--- config.mk ---
export PLATFORM = sky130hd
export DESIGN_NAME = led_fade_pwm
export DESIGN_NICKNAME = d
export VERILOG_FILES = /design/src/rtl/led_fade_pwm_pkg.sv /design/src/rtl/led_fade_chan.sv /design/src/rtl/led_fade_pwm.sv
export SDC_FILE = /design/constraint.sdc
export NUM_CORES = 1
export LEC_CHECK = 0
export CAP_MARGIN = 20
export CORE_MARGIN = 5
export CORE_UTILIZATION = 40
export DETAILED_ROUTE_END_ITERATION = 12
export PLACE_DENSITY = 0.6
export REMOVE_ABC_BUFFERS = 1
export SLEW_MARGIN = 20
export SYNTH_ARGS = -nofsm -noshare
export SYNTH_HDL_FRONTEND = slang
export SYNTH_SLANG_ARGS = --single-unit
--- constraint.sdc ---
create_clock -name xclk -period 4.5 [get_ports xclk]
set_clock_uncertainty 0.05 [all_clocks]
set_input_delay 0.9 -clock xclk [delete_from_list [all_inputs] [get_ports xclk]]
set_output_delay 0.9 -clock xclk [all_outputs]
set_load 0.005 [all_outputs]
--- src/rtl/led_fade_pwm_pkg.sv ---
// Shared definitions for the LED fade/PWM stage: channel state encodings and MiscReg field positions.
// Included by led_fade_chan and led_fade_pwm.
package led_fade_pwm_pkg;

   typedef enum logic [1:0] {
      LED_CH_OFF  = 2'd0,
      LED_CH_UP   = 2'd1,
      LED_CH_ON   = 2'd2,
      LED_CH_DOWN = 2'd3
   } led_ch_e;

   localparam int LED_LEVEL_BITS = 8;

   // MiscReg field positions written by pifctl.
   localparam int MISC_BRIGHT_LSB  = 0;
   localparam int MISC_BRIGHT_MSB  = MISC_BRIGHT_LSB + LED_LEVEL_BITS - 1;
   localparam int MISC_RAMP_EN_BIT = MISC_BRIGHT_MSB + 1;

   function automatic led_ch_e led_ch_classify(input logic [31:0] level, input logic [31:0] target);
      if (level < target)      return LED_CH_UP;
      else if (level > target) return LED_CH_DOWN;
      else if (target != 0)    return LED_CH_ON;
      else                     return LED_CH_OFF;
   endfunction

endpackage

--- src/rtl/led_fade_chan.sv ---
// One LED channel: ramp FSM, level register, duty latch (square-law map when LED_FADE_GAMMA_EN) and PWM output flop.
// Latency: level 1 cycle, duty at next PWM period, drive 1 cycle after compare; no backpressure.
module led_fade_chan
   import led_fade_pwm_pkg::*;
#(
   parameter int PWM_BITS  = 8,
   parameter int RAMP_STEP = 4
) (
   input  logic                xclk,
   input  logic                sys_rst,
   input  logic                req_i,
   input  logic [PWM_BITS-1:0] bright_i,
   input  logic                ramp_en_i,
   input  logic                tick_i,
   input  logic [PWM_BITS-1:0] cnt_i,
   input  logic                cnt_wrap_i,
   output logic                out_o,
   output led_ch_e             state_o
);

   localparam int W = PWM_BITS;
   localparam logic [W:0] STEP_EXT = (W+1)'(RAMP_STEP);

   logic [W-1:0] target;
   logic [W-1:0] level_q, level_d;
   logic [W-1:0] duty_q, duty_src;
   logic [W:0]   up_sum, dn_diff;
   led_ch_e      state_q, state_d;
   logic         out_q, out_d;

   assign target  = req_i ? bright_i : '0;
   assign up_sum  = {1'b0, level_q} + STEP_EXT;
   assign dn_diff = {1'b0, level_q} - STEP_EXT;

   // Direction follows the live comparison so a mid-ramp target change redirects at once.
   always_comb begin
      level_d = level_q;
      state_d = LED_CH_OFF;
      if (!ramp_en_i) begin
         level_d = target;
      end else if (tick_i) begin
         if (level_q < target) begin
            level_d = (up_sum > {1'b0, target}) ? target : up_sum[W-1:0];
         end else if (level_q > target) begin
            level_d = (dn_diff[W] || (dn_diff[W-1:0] < target)) ? target : dn_diff[W-1:0];
         end
      end
      state_d = led_ch_classify(32'(level_d), 32'(target));
   end

`ifdef LED_FADE_GAMMA_EN
   logic [2*W-1:0] level_sq;
   assign level_sq = {{W{1'b0}}, level_q} * {{W{1'b0}}, level_q};
   assign duty_src = (&level_q) ? '1 : level_sq[2*W-1:W];
`else
   assign duty_src = level_q;
`endif

   assign out_d = (&duty_q) | (cnt_i < duty_q);

   always_ff @(posedge xclk or negedge sys_rst) begin
      if (!sys_rst) begin
         level_q <= '0;
         state_q <= LED_CH_OFF;
         duty_q  <= '0;
         out_q   <= 1'b0;
      end else begin
         level_q <= level_d;
         state_q <= state_d;
         if (cnt_wrap_i) begin
            duty_q <= duty_src;
         end
         out_q   <= out_d;
      end
   end

   assign out_o   = out_q;
   assign state_o = state_q;

endmodule

--- src/rtl/led_fade_pwm.sv ---
// Red/green soft-ramped PWM LED driver; owns ramp tick divider, PWM counter and busy (gamma via LED_FADE_GAMMA_EN).
// Latency: all outputs registered, 1 cycle; free-running, no backpressure.
module led_fade_pwm
   import led_fade_pwm_pkg::*;
#(
   parameter int PWM_BITS  = 8,
   parameter int RAMP_DIV  = 256,
   parameter int RAMP_STEP = 4
) (
   input  logic                xclk,
   input  logic                sys_rst,
   input  logic                led_r_req,
   input  logic                led_g_req,
   input  logic [PWM_BITS-1:0] bright,
   input  logic                ramp_en,
   output logic                led_r_out,
   output logic                led_g_out,
   output logic                busy
);

   localparam int DIV_W = (RAMP_DIV > 1) ? $clog2(RAMP_DIV) : 1;
   localparam logic [DIV_W-1:0] DIV_LAST = DIV_W'(RAMP_DIV - 1);

   logic [DIV_W-1:0]    div_q, div_d;
   logic [PWM_BITS-1:0] cnt_q, cnt_d;
   logic                busy_q, busy_d;
   logic                tick, cnt_wrap;
   led_ch_e             st_r, st_g;

   assign tick     = (div_q == DIV_LAST);
   assign cnt_wrap = &cnt_q;

   always_comb begin
      div_d  = tick ? '0 : div_q + DIV_W'(1);
      cnt_d  = cnt_q + PWM_BITS'(1);
      busy_d = (st_r == LED_CH_UP) | (st_r == LED_CH_DOWN) |
               (st_g == LED_CH_UP) | (st_g == LED_CH_DOWN);
   end

   always_ff @(posedge xclk or negedge sys_rst) begin
      if (!sys_rst) begin
         div_q  <= '0;
         cnt_q  <= '0;
         busy_q <= 1'b0;
      end else begin
         div_q  <= div_d;
         cnt_q  <= cnt_d;
         busy_q <= busy_d;
      end
   end

   led_fade_chan #(.PWM_BITS(PWM_BITS), .RAMP_STEP(RAMP_STEP)) u_chan_r (
      .xclk       (xclk),
      .sys_rst    (sys_rst),
      .req_i      (led_r_req),
      .bright_i   (bright),
      .ramp_en_i  (ramp_en),
      .tick_i     (tick),
      .cnt_i      (cnt_q),
      .cnt_wrap_i (cnt_wrap),
      .out_o      (led_r_out),
      .state_o    (st_r)
   );

   led_fade_chan #(.PWM_BITS(PWM_BITS), .RAMP_STEP(RAMP_STEP)) u_chan_g (
      .xclk       (xclk),
      .sys_rst    (sys_rst),
      .req_i      (led_g_req),
      .bright_i   (bright),
      .ramp_en_i  (ramp_en),
      .tick_i     (tick),
      .cnt_i      (cnt_q),
      .cnt_wrap_i (cnt_wrap),
      .out_o      (led_g_out),
      .state_o    (st_g)
   );

   assign busy = busy_q;

endmodule

==> Word level (Yosys, flattened, before mapping) <==
Cells that the tools add are included.
{ "word_totals": {"regBits": 55, "latch_bits": 0, "mem_bits_rw": 0, "mem_bits_ro": 0, "in_bits": 13, "out_inout_bits": 3, "elab_cells": 69, "n_memories": 0} }
{ "op_classes": {"n_addsub": 6, "n_mul": 0, "div": 0, "n_lt_le_gt_ge": 14, "eq_ne": 5, "n_shift": 0, "mux": 21, "bitwise_logic": 5, "reduce_logical": 7} }
{ "op_table": {"columns": ["op", "n"], "rows": [
  ["$mux W8", 15],
  ["$lt A8 B8 Y1", 8],
  ["$gt A8 B8 Y1", 4],
  ["$reduce_and A8 Y1", 3],
  ["$add A8 B3 Y9 const B", 2],
  ["$gt A9 B8 Y1", 2],
  ["$sub A8 B3 Y9 const B", 2],
  ["$add A8 B1 Y8 const B", 2],
  ["$reduce_bool A8 Y1", 2],
  ["$mux W2", 6],
  ["$eq A8 B8 Y1 const B", 1],
  ["$or A1 B1 Y1", 5],
  ["$eq A2 B1 Y1 const B", 2],
  ["$eq A2 B2 Y1 const B", 2],
  ["$logic_or A1 B1 Y1", 2]
]} }

==> Logic depth before layout (Yosys ltp) <==
{ "depth": {"depth_word": 11, "ltp_mapped": 19, "depth_no_buf": 18} }

==> Cells and area by module <==
Synthesis repeated with hierarchy kept, for this count alone.
{ "unflattened": {"cells_unflattened": 561, "hier_area_um2": 4926.0} }
{ "modules_own_cells": {"columns": ["module", "instances", "cells_per_inst", "area_each_um2", "seq_area_each_um2"], "rows": [
  ["led_fade_chan (u_chan_r)", 1, 247, 2134.5, 475.5],
  ["led_fade_chan (u_chan_g)", 1, 255, 2097.0, 475.5],
  ["led_fade_pwm", 1, 59, 694.4, 425.4]
]} }

==> Worst setup path before layout <==
Ideal clock, no wire load.
{ "synth_path": {"path_type": "input to register", "startpoint": "in led_r_req", "endpoint": "reg u_chan_r.state_q[0] (netlist: u_chan_r.state_o[0])", "setup_ps": 65, "arrival_ps": 3796, "t_required_ps": 4385, "slack_ps": 589, "stages": 14, "path_buffers": 1, "path_cell_list": "clkbuf_1 -> nand2_1 -> ha_1 -> nand4_1 -> nor4b_1 -> nor2_1 -> mux2i_1 -> and4_1 -> a2111oi_2 -> ha_1 -> a21o_1 -> a21oi_1 -> o21ai_0 -> nand2_1"} }
{ "synth_between": {"elab_chain_len": 11, "elab_cells_between_ends": 16, "classes_between": "order compare: 6; mux: 9; reduce/logical: 1"} }
{ "synth_rtl": {"columns": ["item", "line", "source"], "rows": [
  ["from (decl)", "led_fade_pwm.sv:12", "input logic led_r_req,"],
  ["$mux W8 *", "led_fade_chan.sv:31", "assign target = req_i ? bright_i : '0;"],
  ["$lt A8 B8 Y1", "led_fade_chan.sv:45", "level_d = (dn_diff[W] || (dn_diff[W-1:0] < target)) ? target : dn_diff[W-1:0];"],
  ["$logic_or A1 B1 Y1", "led_fade_chan.sv:45", null],
  ["$mux W8", "led_fade_chan.sv:45", null],
  ["$mux W8", "led_fade_chan.sv:44", "end else if (level_q > target) begin"],
  ["$mux W8", "led_fade_chan.sv:42", "if (level_q < target) begin"],
  ["$mux W8", "led_fade_chan.sv:41", "end else if (tick_i) begin"],
  ["$mux W8 *", "led_fade_chan.sv:39", "if (!ramp_en_i) begin"],
  ["named net u_chan_r.level_d[6]", "led_fade_chan.sv:25", "logic [W-1:0] level_q, level_d;"],
  ["$gt A8 B8 Y1", "led_fade_pwm_pkg.sv:21", "else if (level > target) return LED_CH_DOWN;"],
  ["$mux W2", "led_fade_pwm_pkg.sv:21", null],
  ["$mux W2 *", "led_fade_pwm_pkg.sv:20", "if (level < target) return LED_CH_UP;"],
  ["named net u_chan_r.state_d[0]", "led_fade_chan.sv:28", "led_ch_e state_q, state_d;"],
  ["to (signal assigned)", "led_fade_chan.sv:69", "state_q <= state_d;"],
  ["to (decl)", "led_fade_chan.sv:28", null]
]} }
The timed path passes the listed nets; every way through them passes the cells marked *.
A chain may end at the register's enable or synchronous reset.

==> Final worst setup path <==
{ "layout_path": {"startpoint": "in bright[5]", "endpoint": "reg u_chan_g.state_q[0] (netlist: u_chan_g.state_o[0])"} }
{ "layout_between": {"elab_chain_len": 11, "elab_cells_between_ends": 16, "classes_between": "order compare: 6; mux: 9; reduce/logical: 1"} }
{ "layout_rtl": {"columns": ["item", "line", "source"], "rows": [
  ["from (decl)", "led_fade_pwm.sv:14", "input logic [PWM_BITS-1:0] bright,"],
  ["$mux W8 *", "led_fade_chan.sv:31", null],
  ["$lt A8 B8 Y1", "led_fade_chan.sv:45", null],
  ["$logic_or A1 B1 Y1", "led_fade_chan.sv:45", null],
  ["$mux W8", "led_fade_chan.sv:45", null],
  ["$mux W8", "led_fade_chan.sv:44", null],
  ["$mux W8", "led_fade_chan.sv:42", null],
  ["$mux W8", "led_fade_chan.sv:41", null],
  ["$mux W8 *", "led_fade_chan.sv:39", null],
  ["named net u_chan_g.level_d[5]", "led_fade_chan.sv:25", null],
  ["$gt A8 B8 Y1", "led_fade_pwm_pkg.sv:21", null],
  ["$mux W2", "led_fade_pwm_pkg.sv:21", null],
  ["$mux W2 *", "led_fade_pwm_pkg.sv:20", null],
  ["named net u_chan_g.state_d[0]", "led_fade_chan.sv:28", null],
  ["to (signal assigned)", "led_fade_chan.sv:69", null],
  ["to (decl)", "led_fade_chan.sv:28", null]
]} }
Marked as above.

==> impl_metrics.xml <==
<?xml version="1.0" encoding="UTF-8"?>
<metrics>
  <group name="clock_tree">
    <metric name="worstSkewPairLatency" unit="ns">0.29</metric>
    <metric name="path_clk_slew" unit="ns">0.06</metric>
    <metric name="cts_tree" unit="">built</metric>
    <metric name="tritoncts_num_sinks" unit="">53</metric>
    <metric name="cts_buffer_depth" unit="">2</metric>
    <metric name="clock_root_cell" unit="">clkbuf_16</metric>
    <metric name="cts-hold-fix-buffers" unit="">0</metric>
    <metric name="cts-buffers-inserted" unit="">5</metric>
    <metric name="ctsHtreeMaxLevel" unit="">2</metric>
  </group>
  <group name="power_and_ir_drop">
    <metric name="design_power" unit="mW">2.86</metric>
    <metric name="power_density_over_the_cells" unit="mW/mm^2">466</metric>
    <metric name="power.clock.fraction" unit="">0.146</metric>
    <metric name="sw_frac_of_total" unit="">0.442</metric>
    <metric name="power.switching" unit="mW">1.26</metric>
    <metric name="total_leakage_power" unit="nW">2.76</metric>
    <metric name="int_power" unit="mW">1.60</metric>
    <metric name="vdd_ir_drop_max" unit="mV">0.283</metric>
    <metric name="seq_power_share" unit="">0.203</metric>
    <metric name="share_comb_of_total_power" unit="">0.651</metric>
  </group>
  <group name="finish">
    <metric name="fin_nets" unit="">749</metric>
    <metric name="areaGrowthSynthToFinish" unit="%">22.3</metric>
    <metric name="layout-drive-gt1-share" unit="">0.197</metric>
    <metric name="antenna-diode-count" unit="">0</metric>
    <metric name="final_cell_mix" unit="">buf_4, ha_1, dfrtp_1, nand2_1, a21oi_1</metric>
    <metric name="fin_cells" unit="">832</metric>
    <metric name="layout_commonest_cell" unit="">buf_4</metric>
  </group>
  <group name="logic_synthesis">
    <metric name="ys_seq_area_frac" unit="">0.264</metric>
    <metric name="synth-async-reset-ratio" unit="">1.00</metric>
    <metric name="count_of_flip_flops_with_a_built_in_enable_after_synthesis" unit="">0</metric>
    <metric name="post_synth_inst_count" unit="">578</metric>
    <metric name="synth.cell_area" unit="sq mm">0.00502</metric>
    <metric name="yosys_most_used_dff" unit="">dfrtp_1</metric>
    <metric name="synth_warnings" unit="">0</metric>
    <metric name="synth.ff_latch_count" unit="">53</metric>
    <metric name="yosys.cell_types.count" unit="">66</metric>
    <metric name="syn_area_per_cell" unit="sq um">8.68</metric>
  </group>
  <group name="route">
    <metric name="number_of_drc_markers_after_the_initial_detailed_route_iteration" unit="">484</metric>
    <metric name="detail_route.vias_per_cell" unit="">5.82</metric>
    <metric name="dr.pass1.iters" unit="">5</metric>
    <metric name="routed_wire_length_per_instance" unit="um">17.9</metric>
    <metric name="drt_wl_total" unit="um">14900</metric>
    <metric name="drt.antenna.violating_nets" unit="">0</metric>
    <metric name="remaining_drcs" unit="">0</metric>
    <metric name="dr_total_vias" unit="">4845</metric>
  </group>
  <group name="sta">
    <metric name="timing.setup.tns" unit="ns">0</metric>
    <metric name="max_slew_headroom" unit="">0.570</metric>
    <metric name="fmax" unit="MHz">233</metric>
    <metric name="layout_min_cycle_time" unit="ns">4.29</metric>
    <metric name="timing.final.hold_violations" unit="">0</metric>
    <metric name="rsz_0062_raised_after_global_routing" unit="">no</metric>
    <metric name="maxSlewViolCount" unit="">0</metric>
    <metric name="final_min_period_over_clock_period" unit="">0.953</metric>
    <metric name="finalSetupViolations" unit="">0</metric>
    <metric name="worst_pin_slew" unit="ns">0.645</metric>
  </group>
  <group name="setup_path">
    <metric name="timing.critical_path.fanout_max" unit="">3</metric>
    <metric name="critPathKind" unit="">input port to flip-flop</metric>
    <metric name="required" unit="ns">4.68</metric>
    <metric name="endpoint_kind" unit="">flip-flop</metric>
    <metric name="worstSetupStartpointType" unit="">input port</metric>
    <metric name="crit_path_cell_trace" unit="">clkdlybuf4s50_1, buf_4, and2_1, inv_1, ha_1, nand4_1, or3_1, a32o_2, or3_1, a31oi_2, o21ai_2, ha_1, a21o_1, a21o_1, a21oi_1, o21ai_0, nand2_1</metric>
    <metric name="timing.critical_path.slowest_cell_delay" unit="ns">0.50</metric>
    <metric name="critical_path_arrival" unit="ns">4.47</metric>
    <metric name="cpMaxStageDelayCell" unit="">clkdlybuf4s50_1</metric>
  </group>
  <group name="place">
    <metric name="dp_hpwl" unit="um">11900</metric>
    <metric name="place.gp.congestion" unit="">1.02</metric>
    <metric name="port_buffers" unit="">15</metric>
    <metric name="total_placed_cells_including_tap_cells" unit="">824</metric>
  </group>
  <group name="grt">
    <metric name="initial_antenna_violation_count" unit="">0</metric>
    <metric name="grt_first_pass_wirelength" unit="um">24400</metric>
    <metric name="grt_pass1_vias" unit="">4898</metric>
    <metric name="groute.usage.overall" unit="">0.204</metric>
    <metric name="global_route.overflow_total" unit="">0</metric>
    <metric name="grt_start_max_net_pins" unit="">54</metric>
  </group>
  <group name="die">
    <metric name="width_of_the_die" unit="um">122</metric>
    <metric name="core_region_area" unit="sq mm">0.0125</metric>
    <metric name="starting_density" unit="">0.402</metric>
    <metric name="design.die.area" unit="sq mm">0.0149</metric>
    <metric name="io-pin-count" unit="">16</metric>
    <metric name="die_h" unit="um">122</metric>
    <metric name="fp-row-count" unit="">41</metric>
  </group>
  <group name="status">
    <metric name="outcome" unit="">complete, no violations</metric>
  </group>
  <group name="worst_hold_path">
    <metric name="worstHoldPathType" unit="">flip-flop to flip-flop</metric>
  </group>
  <group name="flow_run">
    <metric name="drv_cap" unit="">0</metric>
  </group>
</metrics>
## power by group through the flow
stage          Sequential, mW  Clock [mW]  Combinational, mW
2_1_floorplan           0.593           0               1.02
3_3_place_gp            0.585           0               1.73
3_5_place_dp            0.586           0               1.75
4_1_cts                 0.578       0.434               1.76
5_1_grt                 0.584       0.451               2.03
6_report                0.581       0.418               1.86
## path summary, 6_finish.rpt
kind                            slack (ns)                            from                              to  cells past startpoint
worst max-delay path                  0.21                       bright[5]   u_chan_g.state_o[0]$_DFF_PN0_                     17
worst min-delay path                  0.42   u_chan_g.state_o[0]$_DFF_PN0_                  busy$_DFF_PN0_                      1
worst max register to register        0.35  u_chan_r.duty_src[3]$_DFF_PN0_   u_chan_r.state_o[0]$_DFF_PN0_                     18
worst min register to register        0.42   u_chan_g.state_o[0]$_DFF_PN0_                  busy$_DFF_PN0_                      1
max in group asynchronous             3.30                         sys_rst  u_chan_g.duty_q[5]$_DFFE_PN0P_                      2
min in group asynchronous             0.66                         sys_rst              div_q[2]$_DFF_PN0_                      2
## area by class of cell
type / count / area [sq um]
Fill cell: 1166 / 6330
Clock inverter: 2 / 35.0
Multi-Input combinational cell: 470 / 3540
Tap cell: 172 / 215
Sequential cell: 53 / 1330
Timing Repair Buffer: 98 / 773
Inverter: 32 / 120
Clock buffer: 5 / 125
## layer usage
metal  routed length, um  global-route usage  up-vias
met3                 964              0.0353       38
met5                   0                   0        -
li1                    -                   -     2322
met1                6830               0.281     2291
met4                 406              0.0707        0
met2                6650               0.324      194
## synth_stat cells, types with 10 or more instances
cell      count  area, sq um
ha_1         76          951
nand2_1      54          203
dfrtp_1      53         1330
a21oi_1      36          180
o21ai_0      35          175
inv_1        32          120
nor2_1       29          109
nand3_1      27          135
nand4_1      15         93.8
xnor2_1      15          131
clkbuf_1     14         52.6
a21o_1       13         97.6
xor2_1       12          105
a211oi_1     11         82.6
nor2b_1      11         68.8
nor3_1       10         50.1
o211ai_1     10         75.1
## timing repair
item | CTS | global route
endpoints found under the setup margin | 0 | 2
gates resized for setup | 0 | 21
endpoints found under the hold margin | 0 | 0
setup buffers | 0 | 1
## state kept, by name (all words and copies together) (netlist names)
| signal | count |
|---|---|
| busy | 1 |
| u_chan_g.state_o | 1 |
| u_chan_g.out_o | 1 |
| u_chan_r.duty_q | 8 |
| u_chan_r.out_o | 1 |
| cnt_q | 8 |
| u_chan_r.state_o | 1 |
| div_q | 8 |
| u_chan_g.duty_q | 8 |
| u_chan_g.duty_src | 8 |
| u_chan_r.duty_src | 8 |
## stage by stage
| stage | cell area, sq um | util | hold slack, ns | worst slack, ns |
|---|---|---|---|---|
| global placement | 5890 | 0.472 | 0.388 | -0.292 |
| finish | 6140 | 0.492 | 0.424 | 0.212 |
| CTS | 6050 | 0.485 | 0.427 | 0.0187 |
| floorplan | 4910 | - | 0.360 | 0.848 |
| global route | 6140 | 0.492 | 0.436 | 0.0173 |
| detailed placement | 5890 | 0.472 | 0.412 | -0.279 |
## critical path: cells and delay by family
family,cells,cell delay (ns)
compound gates,7,1.13
fa+ha+maj,2,0.63
buf+inv,3,0.72
simple gates,5,1.09
## cell families (layout without fill, tap and decap cells)
group / after synthesis / after routing / share of synthesized area
XOR/XNOR: 27 / 27 / 0.0471
AO/OA/AOI/OAI: 165 / 165 / 0.231
buffers and inverters: 55 / 137 / 0.0446
flip-flops: 53 / 53 / 0.264
multiplexers: 14 / 14 / 0.0304
adder cells (fa/ha/maj): 76 / 76 / 0.190
AND/OR/NAND/NOR: 188 / 188 / 0.193
No activity file was read; power rests on OpenSTA's default activity.
